[src/rtl/compute_clock_sequencer.sv]
// ---------------------------------------------------------------------------
// compute_clock_sequencer
//
// Control-clock-domain sequencer for the gated compute clock. It runs the
// compute clock for a programmed number of enabled cycles (or free-runs until
// stopped). It stops the clock on behalf of side requesters, lets the domain
// settle, and hands out exclusive access round-robin. When the requester
// releases, it settles again and resumes. It reports the enabled-cycle count
// and a completion pulse to the host.
//
// Ports
//   clock            in   control clock, all logic on posedge
//   reset            in   synchronous, active-high
//   locked           in   clock distribution locked; no enable while low
//   start            in   pulse: begin a run (only honoured when idle)
//   stop             in   pulse: end the current run (ignored when idle)
//   run_length       in   enabled cycles for the run, 0 = free-run
//   req              in   per-requester level request to stop the clock
//   compute_clock_en out  compute buffer enable (high only while running)
//   grant            out  one-hot owner of the stopped compute domain, or 0
//   busy             out  sequencer is not idle
//   done             out  one-cycle run-completion pulse
//   enabled_cycles   out  cycles the enable was high during this run
// ---------------------------------------------------------------------------
module compute_clock_sequencer #(
  parameter int NUM_REQ = 4,
  parameter int COUNT_W = 32,
  parameter int SETTLE  = 2
) (
  input  logic               clock,
  input  logic               reset,
  input  logic               locked,
  input  logic               start,
  input  logic               stop,
  input  logic [COUNT_W-1:0] run_length,
  input  logic [NUM_REQ-1:0] req,
  output logic               compute_clock_en,
  output logic [NUM_REQ-1:0] grant,
  output logic               busy,
  output logic               done,
  output logic [COUNT_W-1:0] enabled_cycles
);

  localparam int PTR_W = (NUM_REQ > 1) ? $clog2(NUM_REQ) : 1;
  localparam int SET_W = $clog2(SETTLE + 1);

  typedef enum logic [2:0] {
    ST_IDLE,
    ST_RUN,
    ST_DRAIN,
    ST_GRANT,
    ST_RESUME,
    ST_DONE
  } state_t;

  state_t             state_q, state_d;
  logic [COUNT_W-1:0] remaining_q, remaining_d;
  logic [COUNT_W-1:0] enabled_cycles_q, enabled_cycles_d;
  logic               free_run_q, free_run_d;
  logic               finish_q, finish_d;
  logic [SET_W-1:0]   settle_q, settle_d;
  logic [NUM_REQ-1:0] grant_q, grant_d;
  logic [PTR_W-1:0]   rr_ptr_q, rr_ptr_d;

  logic [PTR_W-1:0]   arb_idx;
  logic [PTR_W-1:0]   cand_idx;
  logic [NUM_REQ-1:0] arb_onehot;
  logic               arb_found;
  logic               settle_last;

  // Round-robin pick: scan from the slot just after the last winner and
  // wrap, so the previous owner has lowest priority. The result is only
  // consumed when at least one request is present.
  always_comb begin
    arb_idx    = rr_ptr_q;
    arb_onehot = '0;
    cand_idx   = '0;
    arb_found  = 1'b0;
    for (int i = 1; i <= NUM_REQ; i++) begin
      cand_idx = PTR_W'((int'(rr_ptr_q) + i) % NUM_REQ);
      if (!arb_found && req[cand_idx]) begin
        arb_found = 1'b1;
        arb_idx   = cand_idx;
      end
    end
    arb_onehot[arb_idx] = 1'b1;
  end

  // Next-state logic for the whole sequencer. The settle counter defaults to
  // zero so every entry into DRAIN or RESUME starts a fresh settle window.
  // The remaining budget is only touched in RUN, so it survives any number
  // of interruptions.
  always_comb begin
    state_d          = state_q;
    remaining_d      = remaining_q;
    enabled_cycles_d = enabled_cycles_q;
    free_run_d       = free_run_q;
    finish_d         = finish_q;
    settle_d         = '0;
    grant_d          = grant_q;
    rr_ptr_d         = rr_ptr_q;
    settle_last      = (settle_q == SET_W'(SETTLE - 1));

    case (state_q)
      ST_IDLE: begin
        if (start && locked) begin
          state_d          = ST_RUN;
          remaining_d      = run_length;
          enabled_cycles_d = '0;
          free_run_d       = (run_length == '0);
          finish_d         = 1'b0;
        end
      end

      // The cycle that triggers the exit is still an enabled cycle and is
      // counted. Ending conditions take priority over a pending request.
      ST_RUN: begin
        enabled_cycles_d = enabled_cycles_q + COUNT_W'(1);
        if (!free_run_q) begin
          remaining_d = remaining_q - COUNT_W'(1);
        end
        if (stop || !locked || (!free_run_q && remaining_q == COUNT_W'(1))) begin
          finish_d = 1'b1;
          state_d  = ST_DRAIN;
        end else if (|req) begin
          state_d = ST_DRAIN;
        end
      end

      ST_DRAIN: begin
        if (stop) begin
          finish_d = 1'b1;
        end
        if (settle_last) begin
          if (finish_q || stop) begin
            state_d = ST_DONE;
          end else if (|req) begin
            state_d  = ST_GRANT;
            grant_d  = arb_onehot;
            rr_ptr_d = arb_idx;
          end else begin
            state_d = ST_RESUME;
          end
        end else begin
          settle_d = settle_q + SET_W'(1);
        end
      end

      // While a grant is held, rr_ptr_q names the owner. A zero grant inside
      // this state is the one-cycle gap after a release, where the next
      // step is decided. Stop/unlock only mark the run as finished; the
      // current owner keeps the domain until it lets go.
      ST_GRANT: begin
        if (stop || !locked) begin
          finish_d = 1'b1;
        end
        if (grant_q != '0) begin
          if (!req[rr_ptr_q]) begin
            grant_d = '0;
          end
        end else if (finish_q || stop || !locked) begin
          state_d = ST_DONE;
        end else if (|req) begin
          grant_d  = arb_onehot;
          rr_ptr_d = arb_idx;
        end else begin
          state_d = ST_RESUME;
        end
      end

      ST_RESUME: begin
        if (stop) begin
          finish_d = 1'b1;
        end
        if (settle_last) begin
          if (|req) begin
            state_d  = ST_GRANT;
            grant_d  = arb_onehot;
            rr_ptr_d = arb_idx;
          end else if (!locked || finish_q || stop) begin
            finish_d = 1'b1;
            state_d  = ST_DONE;
          end else begin
            state_d = ST_RUN;
          end
        end else begin
          settle_d = settle_q + SET_W'(1);
        end
      end

      ST_DONE: begin
        state_d = ST_IDLE;
      end

      default: begin
        state_d = ST_IDLE;
      end
    endcase
  end

  // State register with synchronous reset; reset wins over any activity in
  // the same cycle, so a grant or enable drops at the reset edge.
  always_ff @(posedge clock) begin
    if (reset) begin
      state_q          <= ST_IDLE;
      remaining_q      <= '0;
      enabled_cycles_q <= '0;
      free_run_q       <= 1'b0;
      finish_q         <= 1'b0;
      settle_q         <= '0;
      grant_q          <= '0;
      rr_ptr_q         <= PTR_W'(NUM_REQ - 1);
    end else begin
      state_q          <= state_d;
      remaining_q      <= remaining_d;
      enabled_cycles_q <= enabled_cycles_d;
      free_run_q       <= free_run_d;
      finish_q         <= finish_d;
      settle_q         <= settle_d;
      grant_q          <= grant_d;
      rr_ptr_q         <= rr_ptr_d;
    end
  end

  // Outputs come straight from registered state.
  assign compute_clock_en = (state_q == ST_RUN);
  assign busy             = (state_q != ST_IDLE);
  assign done             = (state_q == ST_DONE);
  assign grant            = grant_q;
  assign enabled_cycles   = enabled_cycles_q;

endmodule
[config.mk]
export PLATFORM = sky130hd
export DESIGN_NAME = compute_clock_sequencer
export DESIGN_NICKNAME = d
export VERILOG_FILES = /design/src/rtl/compute_clock_sequencer.sv
export SDC_FILE = /design/constraint.sdc
export NUM_CORES = 1
export LEC_CHECK = 0
export CORE_MARGIN = 5
export CORE_UTILIZATION = 48
export CTS_CLUSTER_SIZE = 20
export DETAILED_ROUTE_END_ITERATION = 10
export GPL_TIMING_DRIVEN = 0
export HOLD_SLACK_MARGIN = 0.06
export PLACE_DENSITY = 0.76
export SLEW_MARGIN = 25
export SYNTH_ARGS = -nofsm -noshare
export SYNTH_HDL_FRONTEND = slang
export SYNTH_SLANG_ARGS = --single-unit
[constraint.sdc]
create_clock -name clock -period 2.4 [get_ports clock]
set_input_delay 0.24 -clock clock [delete_from_list [all_inputs] [get_ports clock]]
set_output_delay 0.24 -clock clock [all_outputs]
set_load 0.005 [all_outputs]
==> After elaboration in Yosys (flattened, before gate mapping) <==
Index checks and enable logic that the tools add are counted.
{ "word_totals": {"latch_bits": 0, "n_memories": 0, "input_bits": 41, "out_inout_bits": 39, "mem_bits_ro": 0, "ramBits": 0, "regBits": 77} }
{ "op_classes": {"add_sub_neg": 7, "n_reduce_logical": 34, "mux": 60, "shift": 0, "order_cmp": 7, "n_bitwise": 1, "eq_ne": 20, "mul": 0, "n_div": 0} }
{ "ops": {"columns": ["operator", "n"], "rows": [
  ["$pmux 32 s2", 2],
  ["$mux 32", 3],
  ["$mux 3", 12],
  ["$add 32x1->32 const B", 1],
  ["$eq 32x1->1 const B", 1],
  ["$logic_not 32->1", 1],
  ["$sub 32x1->32 const B", 1],
  ["$mux 4", 7],
  ["$mux 2", 10],
  ["$lt 2x3->1 const B", 6],
  ["$reduce_and 6->1", 3],
  ["$mux 1", 16],
  ["$ne 2x2->1 const B", 8],
  ["$pmux 3 s5", 1],
  ["$pmux 4 s3", 1],
  ["$bmux 1 s2", 5],
  ["$ne 3x3->1 const B", 3],
  ["$add 2x1->2 const B", 3],
  ["$eq 3x2->1 const B", 2],
  ["$eq 3x3->1 const B", 2],
  ["$logic_and 1x1->1", 6],
  ["$logic_or 1x1->1", 6],
  ["$pmux 2 s3", 1],
  ["$reduce_bool 3->1", 2],
  ["20 further kinds", 26]
]} }

==> Logic depth before layout (Yosys ltp) <==
{ "logic_depth": {"ltp_word": 21, "ltp_mapped": 9, "mapped_depth_nobuf": 7} }

==> Worst setup path before layout <==
No wires, ideal clock.
{ "synth_path": {"kind": "reg2reg", "startpoint": "register remaining_q[0]", "endpoint": "register remaining_q[29]", "setup_time_ns": 0.074, "path_slack_ns": 0.023, "arrival_ns": 2.302, "required_ns": 2.326, "synth_period_minus_slack_ns": 2.377, "path_stages_with_launch": 7, "n_path_buf": 1, "path_cell_list": "dfxtp_1 -> or4_1 -> clkbuf_2 -> or4b_4 -> or2_4 -> or4_1 -> a31oi_1"} }
{ "synth_via": {"elab_chain_cells": 3} }
{ "synth_lines": {"columns": ["element", "line", "rtl"], "rows": [
  ["start: declaration", "57", "logic [COUNT_W-1:0] remaining_q, remaining_d;"],
  ["start signal: assignment", "215", "remaining_q <= remaining_d;"],
  ["$sub 32x1->32", "120", "remaining_d = remaining_q - COUNT_W'(1);"],
  ["$mux 32", "119", "if (!free_run_q) begin"],
  ["$pmux 32 s2", "104", "case (state_q)"]
]} }
Every way passes these cells. The select of a mux whose other input is x is not followed.
A chain may end at the register's enable or synchronous reset.

==> Final worst setup path <==
Same ends and word-level chain as after synthesis.

==> flow_summary.toml <==
[floorplanning]
rows = 35
ios = 80
initial_core_util_pct = 49.54
core_mm2 = 0.009284
die_width_um = 107.9
dieHeight_um = 107.9
die_area_mm2 = 0.01164

[status]
status = "complete, but fails checks"
violations = "negative setup slack"

[hold_path]
hold_end = "settle_q[0]"
hp-start = "settle_q[0]"
whs_path_depth = 1
holdCritPathClass = "reg -> reg"

[sta]
hold_ws_ps = 430.7
min_period_over_period_pct = 101.0
max_freq_mhz = 412.6
timing_hold_violations_final = 0
finClkSkew_ps = 14.31
fin_crit_ps = 2423
slew_viol_final = 0
slew_headroom_pct = 50.87
setup_viol = 1
rsz0062_at_grt = "yes"
worst_pin_slew_ps = 730.8
worst_slack_ps = -23.49
tns_ps = -23.49

[synthesis]
synth_area_leader_cell = "dfxtp_1"
seq_area_frac_synth_pct = 33.51
syn_nets = 655
yosysTopAreaCellShare_pct = 33.51
syn_avg_cell_area_um2 = 7.540
yosysWarnings = 0
ys_ff_latch = 77
synth_ff_type = "dfxtp_1"
netlist_instances = 610
synth_area_leaders = "dfxtp_1 (34%), nor2_1 (5.9%), a21oi_1 (5.2%)"
yosysUniqueCellTypes = 61
synth-edff-count = 0
synthArstFlopShare_pct = 0
synth_area_mm2 = 0.004599

[cts]
clk_latency_ps = 360
cts_tree = "yes"
clkTransAtPathRegs_ps = 90
cts-htree-levels = 3
numCtsBuffers = 9
clockBufferDepth = 2
clkSinkCount = 77
cts_root_buffer = "clkbuf_8"
cts_hold_buf = 0

[detailed_routing]
dr.first_iter.drc_count = 531
via_per_inst = 6.250
wl_mm = 15.30
drcViolationCount = 0
vias = 5219
wire_per_inst_um = 18.32
ant_nets = 0
drt_pre_antenna_iters = 5

[critical_path]
cp.required_ps = 2680
cp.arrival_ps = 2700
r2r-start = "remaining_q[0]"
start_kind = "flip-flop"
r2r_setup_slack_ps = -20
slowest_stage = "or4_4"
crit_fanout = 4
reg2regPathDepth = 6
r2r-end = "remaining_q[29]"
critPathKind = "reg -> reg"
max_stage_delay_ps = 540
cp-end-kind = "flip-flop"
cp_cell_sequence = "or4_4 -> buf_8 -> or4b_4 -> or2_4 -> or4_1 -> a31oi_1"

[cells_and_area]
fin_util_pct = 63.40
drive_gt1_share_pct = 9.773
syn_to_final_growth_pct = 27.97
fin_area_mm2 = 0.005886
nNetsFinal = 746
num_antenna_cells = 0

[pwr]
leakagePower_uw = 0.001992
p_int_uw = 3202
p_sw_share_pct = 46.80
vdd_drop_max_mv = 0.4618
switching_power_uw = 2817
clkPwrFrac_pct = 16.8
power.density_mw_per_mm2 = 1023
pwr-share-comb_pct = 53.6
power_frac_seq_pct = 29.6

[job]
max_cap_viol_count = 0

[placement]
hpwl_mm = 11.11
io_buffer_count = 79
placed_area_mm2 = 0.005558
gp_congestion = 0.9726

[global_routing]
grt-ovfl-total = 0
grt_pass1_vias = 4788
grt_pass1_wl_mm = 24.45
antenna_found_initial = 0
track_usage_pct = 26.01
grt_max_degree = 14
[synth_stat cells, types with 4 or more instances]
| cell | instances |
|---|---|
| a211oi_1 | 10 |
| a21oi_1 | 48 |
| a22o_1 | 4 |
| a22oi_1 | 7 |
| a311oi_1 | 4 |
| a31oi_1 | 10 |
| and2_1 | 4 |
| and3_1 | 9 |
| clkbuf_1 | 36 |
| dfxtp_1 | 77 |
| ha_1 | 4 |
| inv_1 | 11 |
| mux2_2 | 11 |
| nand2_1 | 55 |
| nand2b_1 | 7 |
| nand3_1 | 25 |
| nand3b_1 | 4 |
| nand4_1 | 18 |
| nor2_1 | 72 |
| nor2b_1 | 6 |
| nor3_1 | 19 |
| nor3b_1 | 4 |
| nor4_1 | 22 |
| o211ai_1 | 4 |
| o21a_1 | 7 |
| o21ai_0 | 36 |
| o22ai_1 | 4 |
| o31ai_1 | 4 |
| o41ai_1 | 6 |
| or2_2 | 6 |
| or3_1 | 15 |
| or4_1 | 8 |
[state kept, by name (all words and copies together), names as in the netlist]
signal / count
enabled_cycles: 32
remaining_q: 32
grant: 4
state_q: 3
rr_ptr_q: 2
settle_q: 2
finish_q: 1
free_run_q: 1
[worst max path at each step]
stage | startpoint | end | slack (ps) | cells after the start
after floorplan | remaining_q[0] | remaining_q[29] | 20 | 6
after global placement | state_q[1] | compute_clock_en | -380 | 6
after detailed placement | state_q[1] | compute_clock_en | -410 | 6
after CTS | remaining_q[0] | remaining_q[29] | -10 | 6
after global routing | remaining_q[1] | remaining_q[29] | -70 | 6
final | remaining_q[0] | remaining_q[29] | -20 | 6
[kinds of logic after synthesis]
family / after synthesis / share of synthesized area [%]
buffers and inverters: 50 / 4.135
AND/OR/NAND/NOR: 288 / 32.48
flip-flops: 77 / 33.51
adder cells (fa/ha/maj): 4 / 1.088
multiplexers: 15 / 3.836
AO/OA/AOI/OAI: 176 / 24.95
[metal layers]
metal  up-vias  GRT usage [%]  part of all wire, %
li1       2491              -                    -
met1      2440          35.15                   42
met2       254          41.87                   47
met3        34          4.739                  8.6
met4         0          8.206                  1.9
met5         -              0                    0
[stage by stage]
stage | cells | setup slack [ps] | power [uW]
6_report | 835 | -23.49 | 6019
4_1_cts | 836 | -14.22 | 5776
3_3_place_gp | 818 | -376.3 | 4567
5_1_grt | 835 | -66.89 | 6391
2_1_floorplan | 610 | 23.49 | 3711
3_5_place_dp | 818 | -408.0 | 4613
[cell type report]
cell class | count | area, um2
inverter | 12 | 47.55
tap | 129 | 161.4
multi-input combinational | 483 | 2945
timing repair buffer | 82 | 813.3
clock buffer | 11 | 141.4
fill | 868 | 3398
buffer | 36 | 167.7
sequential | 77 | 1550
clock inverter | 5 | 58.81
[power groups by stage]
stage,Combinational [uW],Sequential [uW],Clock (uW)
finish,3220,1780,1010
global route,3480,1820,1100
CTS,2990,1760,1020
detailed placement,2840,1770,0
global placement,2810,1760,0
floorplan,2000,1710,0
[what timing repair did]
action | CTS | global route
endpoints found under the setup margin | 49 | 15
pin swaps | 2 | 0
endpoints found under the hold margin | 0 | 0
resized for setup | 20 | 18
buffers inserted | 3 | 0
[cells in the final DEF, fill, tap and decap left out, drive strengths merged, types with 6 or more instances in the layout]
cell           count
a211oi            10
a21oi             48
a22oi              7
a31oi             10
and3               9
buf                7
clkbuf            43
clkdlybuf4s50     79
dfxtp             77
inv               13
mux2              11
nand2             55
nand2b             7
nand3             25
nand4             19
nor2              72
nor2b              6
nor3              19
nor4              22
o21a               7
o21ai             37
o41ai              6
or2                7
or3               15
or4                8
[worst max-delay path: cells and delay by family, from the launching register on]
kind	cells	cell delay [ps]
AND/OR/NAND/NOR	4	1710
buffers and inverters	1	140
flip-flops	1	340
AO/OA/AOI/OAI	1	170
Note: power is estimated with default switching activity, not from simulation.
